`src/rtl/prescaled_mod_counter_if.sv`:
```
// Control and status bundle for prescaled_mod_counter: the driver side (master)
// issues en/up/mode/load, the counter side (slave) returns the count and pulses.
interface prescaled_mod_counter_if #(
  parameter int WIDTH = 4
);
  logic             en;
  logic             up;
  logic [1:0]       mode;
  logic             load;
  logic [WIDTH-1:0] load_val;
  logic [WIDTH-1:0] q;
  logic             tick;
  logic             tc;
  logic             done;
  logic             dir;

  modport master (
    output en, up, mode, load, load_val,
    input  q, tick, tc, done, dir
  );

  modport slave (
    input  en, up, mode, load, load_val,
    output q, tick, tc, done, dir
  );
endinterface

```
`src/rtl/prescaled_mod_counter.sv`:
```
// Modulo counter stepped by an internal prescaler strobe, with wrap, saturate,
// one-shot and bounce modes; all outputs are registered on the single clock.
module prescaled_mod_counter #(
  parameter int WIDTH    = 4,
  parameter int MODULUS  = 16,
  parameter int PRESCALE = 1024
) (
  input  logic                   clk,
  input  logic                   reset,
  prescaled_mod_counter_if.slave bus
);

  localparam int PW = (PRESCALE > 1) ? $clog2(PRESCALE) : 1;
  localparam logic [PW-1:0]    P_LAST = PW'(PRESCALE - 1);
  localparam logic [WIDTH-1:0] Q_MAX  = WIDTH'(MODULUS - 1);
  localparam logic [WIDTH:0]   MOD_W  = (WIDTH + 1)'(MODULUS);

  localparam logic [1:0] MODE_WRAP    = 2'b00;
  localparam logic [1:0] MODE_SAT     = 2'b01;
  localparam logic [1:0] MODE_ONESHOT = 2'b10;
  localparam logic [1:0] MODE_BOUNCE  = 2'b11;

  logic [PW-1:0]    p;
  logic [WIDTH-1:0] q_r;
  logic             tick_r, tc_r, done_r, dir_r;

  logic             step_due, eff_up, at_term, land_fwd, land_rev;
  logic [WIDTH-1:0] fwd, rev, load_q;
  logic [WIDTH-1:0] q_nxt;
  logic             tick_nxt, tc_nxt, done_nxt, dir_nxt;

  assign step_due = bus.en && (p == P_LAST);
  assign eff_up   = (bus.mode == MODE_BOUNCE) ? dir_r : bus.up;
  assign at_term  = eff_up ? (q_r == Q_MAX) : (q_r == '0);

  // fwd wraps explicitly at both ends; rev is only used when sitting on the
  // terminal value, so it never leaves the 0..MODULUS-1 range.
  assign fwd = eff_up ? ((q_r == Q_MAX) ? '0 : q_r + 1'b1)
                      : ((q_r == '0)    ? Q_MAX : q_r - 1'b1);
  assign rev = eff_up ? q_r - 1'b1 : q_r + 1'b1;

  assign land_fwd = eff_up ? (fwd == Q_MAX) : (fwd == '0);
  assign land_rev = eff_up ? (rev == '0)    : (rev == Q_MAX);

  assign load_q = ({1'b0, bus.load_val} >= MOD_W) ? Q_MAX : bus.load_val;

  // NOTE: every output of this block gets a default first, so no path can
  // leave one unassigned and infer a latch.
  always_comb begin
    q_nxt    = q_r;
    tick_nxt = 1'b0;
    tc_nxt   = 1'b0;
    done_nxt = (bus.mode == MODE_ONESHOT) ? done_r : 1'b0;
    dir_nxt  = (bus.mode == MODE_BOUNCE)  ? dir_r  : bus.up;
    if (step_due) begin
      case (bus.mode)
        MODE_WRAP: begin
          q_nxt    = fwd;
          tick_nxt = 1'b1;
          tc_nxt   = land_fwd;
        end
        MODE_SAT: begin
          tick_nxt = 1'b1;
          if (!at_term) begin
            q_nxt  = fwd;
            tc_nxt = land_fwd;
          end
        end
        MODE_ONESHOT: begin
          if (!done_r) begin
            tick_nxt = 1'b1;
            if (at_term) begin
              done_nxt = 1'b1;
            end else begin
              q_nxt    = fwd;
              tc_nxt   = land_fwd;
              done_nxt = land_fwd;
            end
          end
        end
        default: begin
          tick_nxt = 1'b1;
          if (!at_term) begin
            q_nxt   = fwd;
            tc_nxt  = land_fwd;
            dir_nxt = land_fwd ? ~dir_r : dir_r;
          end else begin
            // Entered bounce already parked on the terminal: reflect first.
            q_nxt   = rev;
            tc_nxt  = land_rev;
            dir_nxt = land_rev ? dir_r : ~dir_r;
          end
        end
      endcase
    end
  end

  // NOTE: state registers use non-blocking assignments so every register
  // samples the pre-edge values regardless of statement order.
  always_ff @(posedge clk) begin
    if (reset) begin
      p      <= '0;
      q_r    <= '0;
      tick_r <= 1'b0;
      tc_r   <= 1'b0;
      done_r <= 1'b0;
      dir_r  <= 1'b1;
    end else if (bus.load) begin
      p      <= '0;
      q_r    <= load_q;
      tick_r <= 1'b0;
      tc_r   <= 1'b0;
      done_r <= 1'b0;
      dir_r  <= bus.up;
    end else begin
      if (bus.en) p <= step_due ? '0 : p + 1'b1;
      q_r    <= q_nxt;
      tick_r <= tick_nxt;
      tc_r   <= tc_nxt;
      done_r <= done_nxt;
      dir_r  <= dir_nxt;
    end
  end

  assign bus.q    = q_r;
  assign bus.tick = tick_r;
  assign bus.tc   = tc_r;
  assign bus.done = done_r;
  assign bus.dir  = dir_r;

endmodule

```
`src/flat_wrapper.sv`:
```
// flat-port wrapper written by rule: the top's interface ports become plain ports
module prescaled_mod_counter_flat 
#(
  parameter int WIDTH    = 4,
  parameter int MODULUS  = 16,
  parameter int PRESCALE = 1024
)
  (clk, reset, bus_en, bus_up, bus_mode, bus_load, bus_load_val, bus_q, bus_tick, bus_tc, bus_done, bus_dir);
  prescaled_mod_counter_if #(.WIDTH(WIDTH)) bus_i ();
  input  logic clk;
  input  logic reset;
  input wire logic [$bits(bus_i.en)-1:0] bus_en;
  input wire logic [$bits(bus_i.up)-1:0] bus_up;
  input wire logic [$bits(bus_i.mode)-1:0] bus_mode;
  input wire logic [$bits(bus_i.load)-1:0] bus_load;
  input wire logic [$bits(bus_i.load_val)-1:0] bus_load_val;
  output wire logic [$bits(bus_i.q)-1:0] bus_q;
  output wire logic [$bits(bus_i.tick)-1:0] bus_tick;
  output wire logic [$bits(bus_i.tc)-1:0] bus_tc;
  output wire logic [$bits(bus_i.done)-1:0] bus_done;
  output wire logic [$bits(bus_i.dir)-1:0] bus_dir;
  assign bus_i.en = bus_en;
  assign bus_i.up = bus_up;
  assign bus_i.mode = bus_mode;
  assign bus_i.load = bus_load;
  assign bus_i.load_val = bus_load_val;
  assign bus_q = bus_i.q;
  assign bus_tick = bus_i.tick;
  assign bus_tc = bus_i.tc;
  assign bus_done = bus_i.done;
  assign bus_dir = bus_i.dir;
  prescaled_mod_counter #(.WIDTH(WIDTH), .MODULUS(MODULUS), .PRESCALE(PRESCALE)) u_core (.clk(clk), .reset(reset), .bus(bus_i));
endmodule
```
`config.mk`:
```
export PLATFORM = sky130hd
export DESIGN_NAME = prescaled_mod_counter_flat
export DESIGN_NICKNAME = d
export VERILOG_FILES = /design/src/rtl/prescaled_mod_counter_if.sv /design/src/rtl/prescaled_mod_counter.sv /design/src/flat_wrapper.sv
export SDC_FILE = /design/constraint.sdc
export NUM_CORES = 1
export LEC_CHECK = 0
export BUFFER_PORTS_ARGS = -buffer_cell sky130_fd_sc_hd__buf_2
export CAP_MARGIN = 0
export CORE_MARGIN = 2
export CORE_UTILIZATION = 30
export CTS_CLUSTER_DIAMETER = 120
export CTS_CLUSTER_SIZE = 16
export DETAILED_ROUTE_END_ITERATION = 8
export PLACE_DENSITY = 0.58
export SYNTH_ARGS = -nofsm -noshare
export SYNTH_HDL_FRONTEND = slang
export SYNTH_SLANG_ARGS = --single-unit
```
`constraint.sdc`:
```
create_clock -name clk -period 2.2 [get_ports clk]
set_clock_uncertainty 0.15 [all_clocks]
set_input_delay 0 -clock clk [delete_from_list [all_inputs] [get_ports clk]]
set_output_delay 0 -clock clk [all_outputs]
set_load 0.01 [all_outputs]
```
==> out/qor.txt <==
Status: completed
Die area: 4610 um^2
Routability congestion estimate: 0.873
Actual slew at the worst max-slew pin: 0.386 ns
WL/cell: 13.4 um
Startpoint types: flip-flop
Grt ovf: 0
Synth top cells by count: dfxtp_1, nor2_1, nand2_1, a21oi_1
Cell with the most instances after synthesis: dfxtp_1
Drt pass-1 iters: 4
Post-CTS Setup Inserts: 0
Setup tns final: 0 ns
Largest net degree at the start of global routing: 13
# IOs: 19
Final Hold Fails: 0
Max cap viols: 0
PortBufs: 18
Iteration-0 DRC count of the detailed router: 33
Initial antenna violation count: 0
CTS tree: done
Sink Count: 18
Final #Nets: 191
Syn avg cell area: 8.57 um^2
Cell variety after synth: 47
Worst setup EP type: flip-flop
Dominant cell type by area after synthesis: dfxtp_1
Max-slew violation count: 0
P per Cell Area: 501 nW/um^2
Worst IR drop on VDD: 0.193 mV
Hpwl dp: 2.20 mm
Synth top area cells: dfxtp_1, ha_1, xor2_1
Netlist Area Pre-Place: 1220 um^2
Vias in the first global route: 994
Die H: 67.9 um
HP Class: input port to flip-flop
Via count: 1,158
Core Region: 3970 um^2
Syn nets: 161
CP Class: flip-flop to flip-flop
F_max: 0.490 GHz
Root buf cell: clkbuf_8
Maximum root-to-sink buffer count: 2
Post-DRT Antenna Nets: 0
Cell Rows: 23
Asr flop ratio synth: 0%
Diode count: 0
Relative slew slack: 74.3%
Layout cells sized above 1: 23.3%
Max Fanout on Critical Path: 7
P&R area growth vs syn: 24.7%
Final Core Density: 38.5%
Worst path arrival time: 2.03 ns
Tmin final: 2.04 ns
Sequential fraction of the synthesis area: 29.4%
#FFs+latches synth: 18
Number of H-tree levels: 1
WL final: 2.97 mm
Remaining DRCs: 0
Dpl cells: 212
Cells after synthesis: 143
RSZ-0062 raised after global routing: no
Top cell type's share of synthesized area: 29.4%
Initial Utilization: 30.8%
Clock Latency Late Sink: 0.25 ns
Num CTS Buffers: 3
Gr usage total: 12.8%
First-pass GRT wire length: 4.56 mm
Static leakage power: 0.000625 uW
Critical path required time: 2.19 ns
Fin cells: 222
Tcrit/Tclk final: 92.8%
Total power: 765 uW
Chip width: 67.9 um
Vias/cell: 5.22
Synthesis Warnings: 0
EDFF count, synth: 0
CTS clk-pin slew, worst paths: 0.07 ns
Setup WS pre-CTS: 0.0186 ns
Main synth FF type: dfxtp_1
PnR worst setup slack: 0.159 ns
Setup violators final: 0
final timing paths:
check / from / endpoint / slack [ns] / cells past startpoint
min reg2reg: u_core.p[1] / u_core.p[1] / 0.36 / 2
max: u_core.bus.q[0] / u_core.bus.q[0] / 0.16 / 6
min: bus_up / u_core.bus.dir / 0.03 / 3
max reg2reg: u_core.bus.q[0] / u_core.bus.q[0] / 0.16 / 6
timing repair:
action                     CTS  global route
hold buffers                 6             0
setup endpoints to repair    1             5
resized for setup            1             4
hold endpoints to repair     7             0
pin swaps                    1             2
cells in the final DEF, fill, tap and decap left out, types with 2 or more instances in the layout:
cell / n
nor3b_1: 3
nor3_1: 5
xnor2_1: 2
nor2b_1: 6
xor2_1: 8
dfxtp_1: 17
nand2b_1: 2
ha_1: 5
clkbuf_8: 4
o21ai_0: 8
a211oi_1: 2
nor2_1: 11
inv_1: 7
a21oi_1: 9
nand3_1: 5
buf_4: 5
nand4_1: 4
and3_1: 2
a311oi_1: 4
nand2_1: 10
buf_2: 18
dlygate4sd3_1: 6
ha_2: 2
state kept, by name (all words and copies together), names as in the netlist:
name	cells
u_core.bus.tc	1
u_core.bus.tick	1
u_core.bus.done	1
u_core.p	10
u_core.bus.dir	1
u_core.bus.q	4
through the flow:
step                      cell area, um^2  hold WS, ns
final                                1530       0.0303
after global routing                 1530       0.0414
after CTS                            1510       0.0230
after detailed placement             1400       0.0589
after global placement               1400       0.0662
after floorplan                      1220      -0.0811
report_power, final:
part | leakage (uW) | internal (uW) | switching [uW]
Combinational | 0.000449 | 72.2 | 81.1
Sequential | 0.000147 | 333 | 12.6
Clock | 0.0000288 | 159 | 107
Total | 0.000625 | 564 | 201
layout make-up:
class	count	area (um^2)
multi-input combinational	114	835
timing repair buffer	29	188
clock buffer	4	55.1
fill	401	2440
inverter	7	26.3
tap	50	62.6
sequential	18	362
critical path: stages (launching register included):
cell and delay (ns):
dfxtp_2 0.35, inv_1 0.09, ha_2 0.26, or3b_4 0.43, mux2i_4 0.21, a221oi_4 0.12, a2111oi_2 0.33
cells by family after synthesis:
logic type                 share of synthesized area (%)
AOI/OAI and AO/OA                                   20.0
DFF                                                 29.4
xor gates and xnor gates                            7.15
muxes                                               4.09
and+or+nand+nor                                     28.4
buffers and inverters                               3.78
adders and majority gates                           7.15
routing by layer:
layer	up-vias	track usage, %	part of all wire (%)
li1	581	-	-
met3	2	1.48	4.2
met4	0	3.25	0.34
met1	545	18.1	46
met2	30	20.8	49
met5	-	0	0
Power figures use the tool's default switching activity.
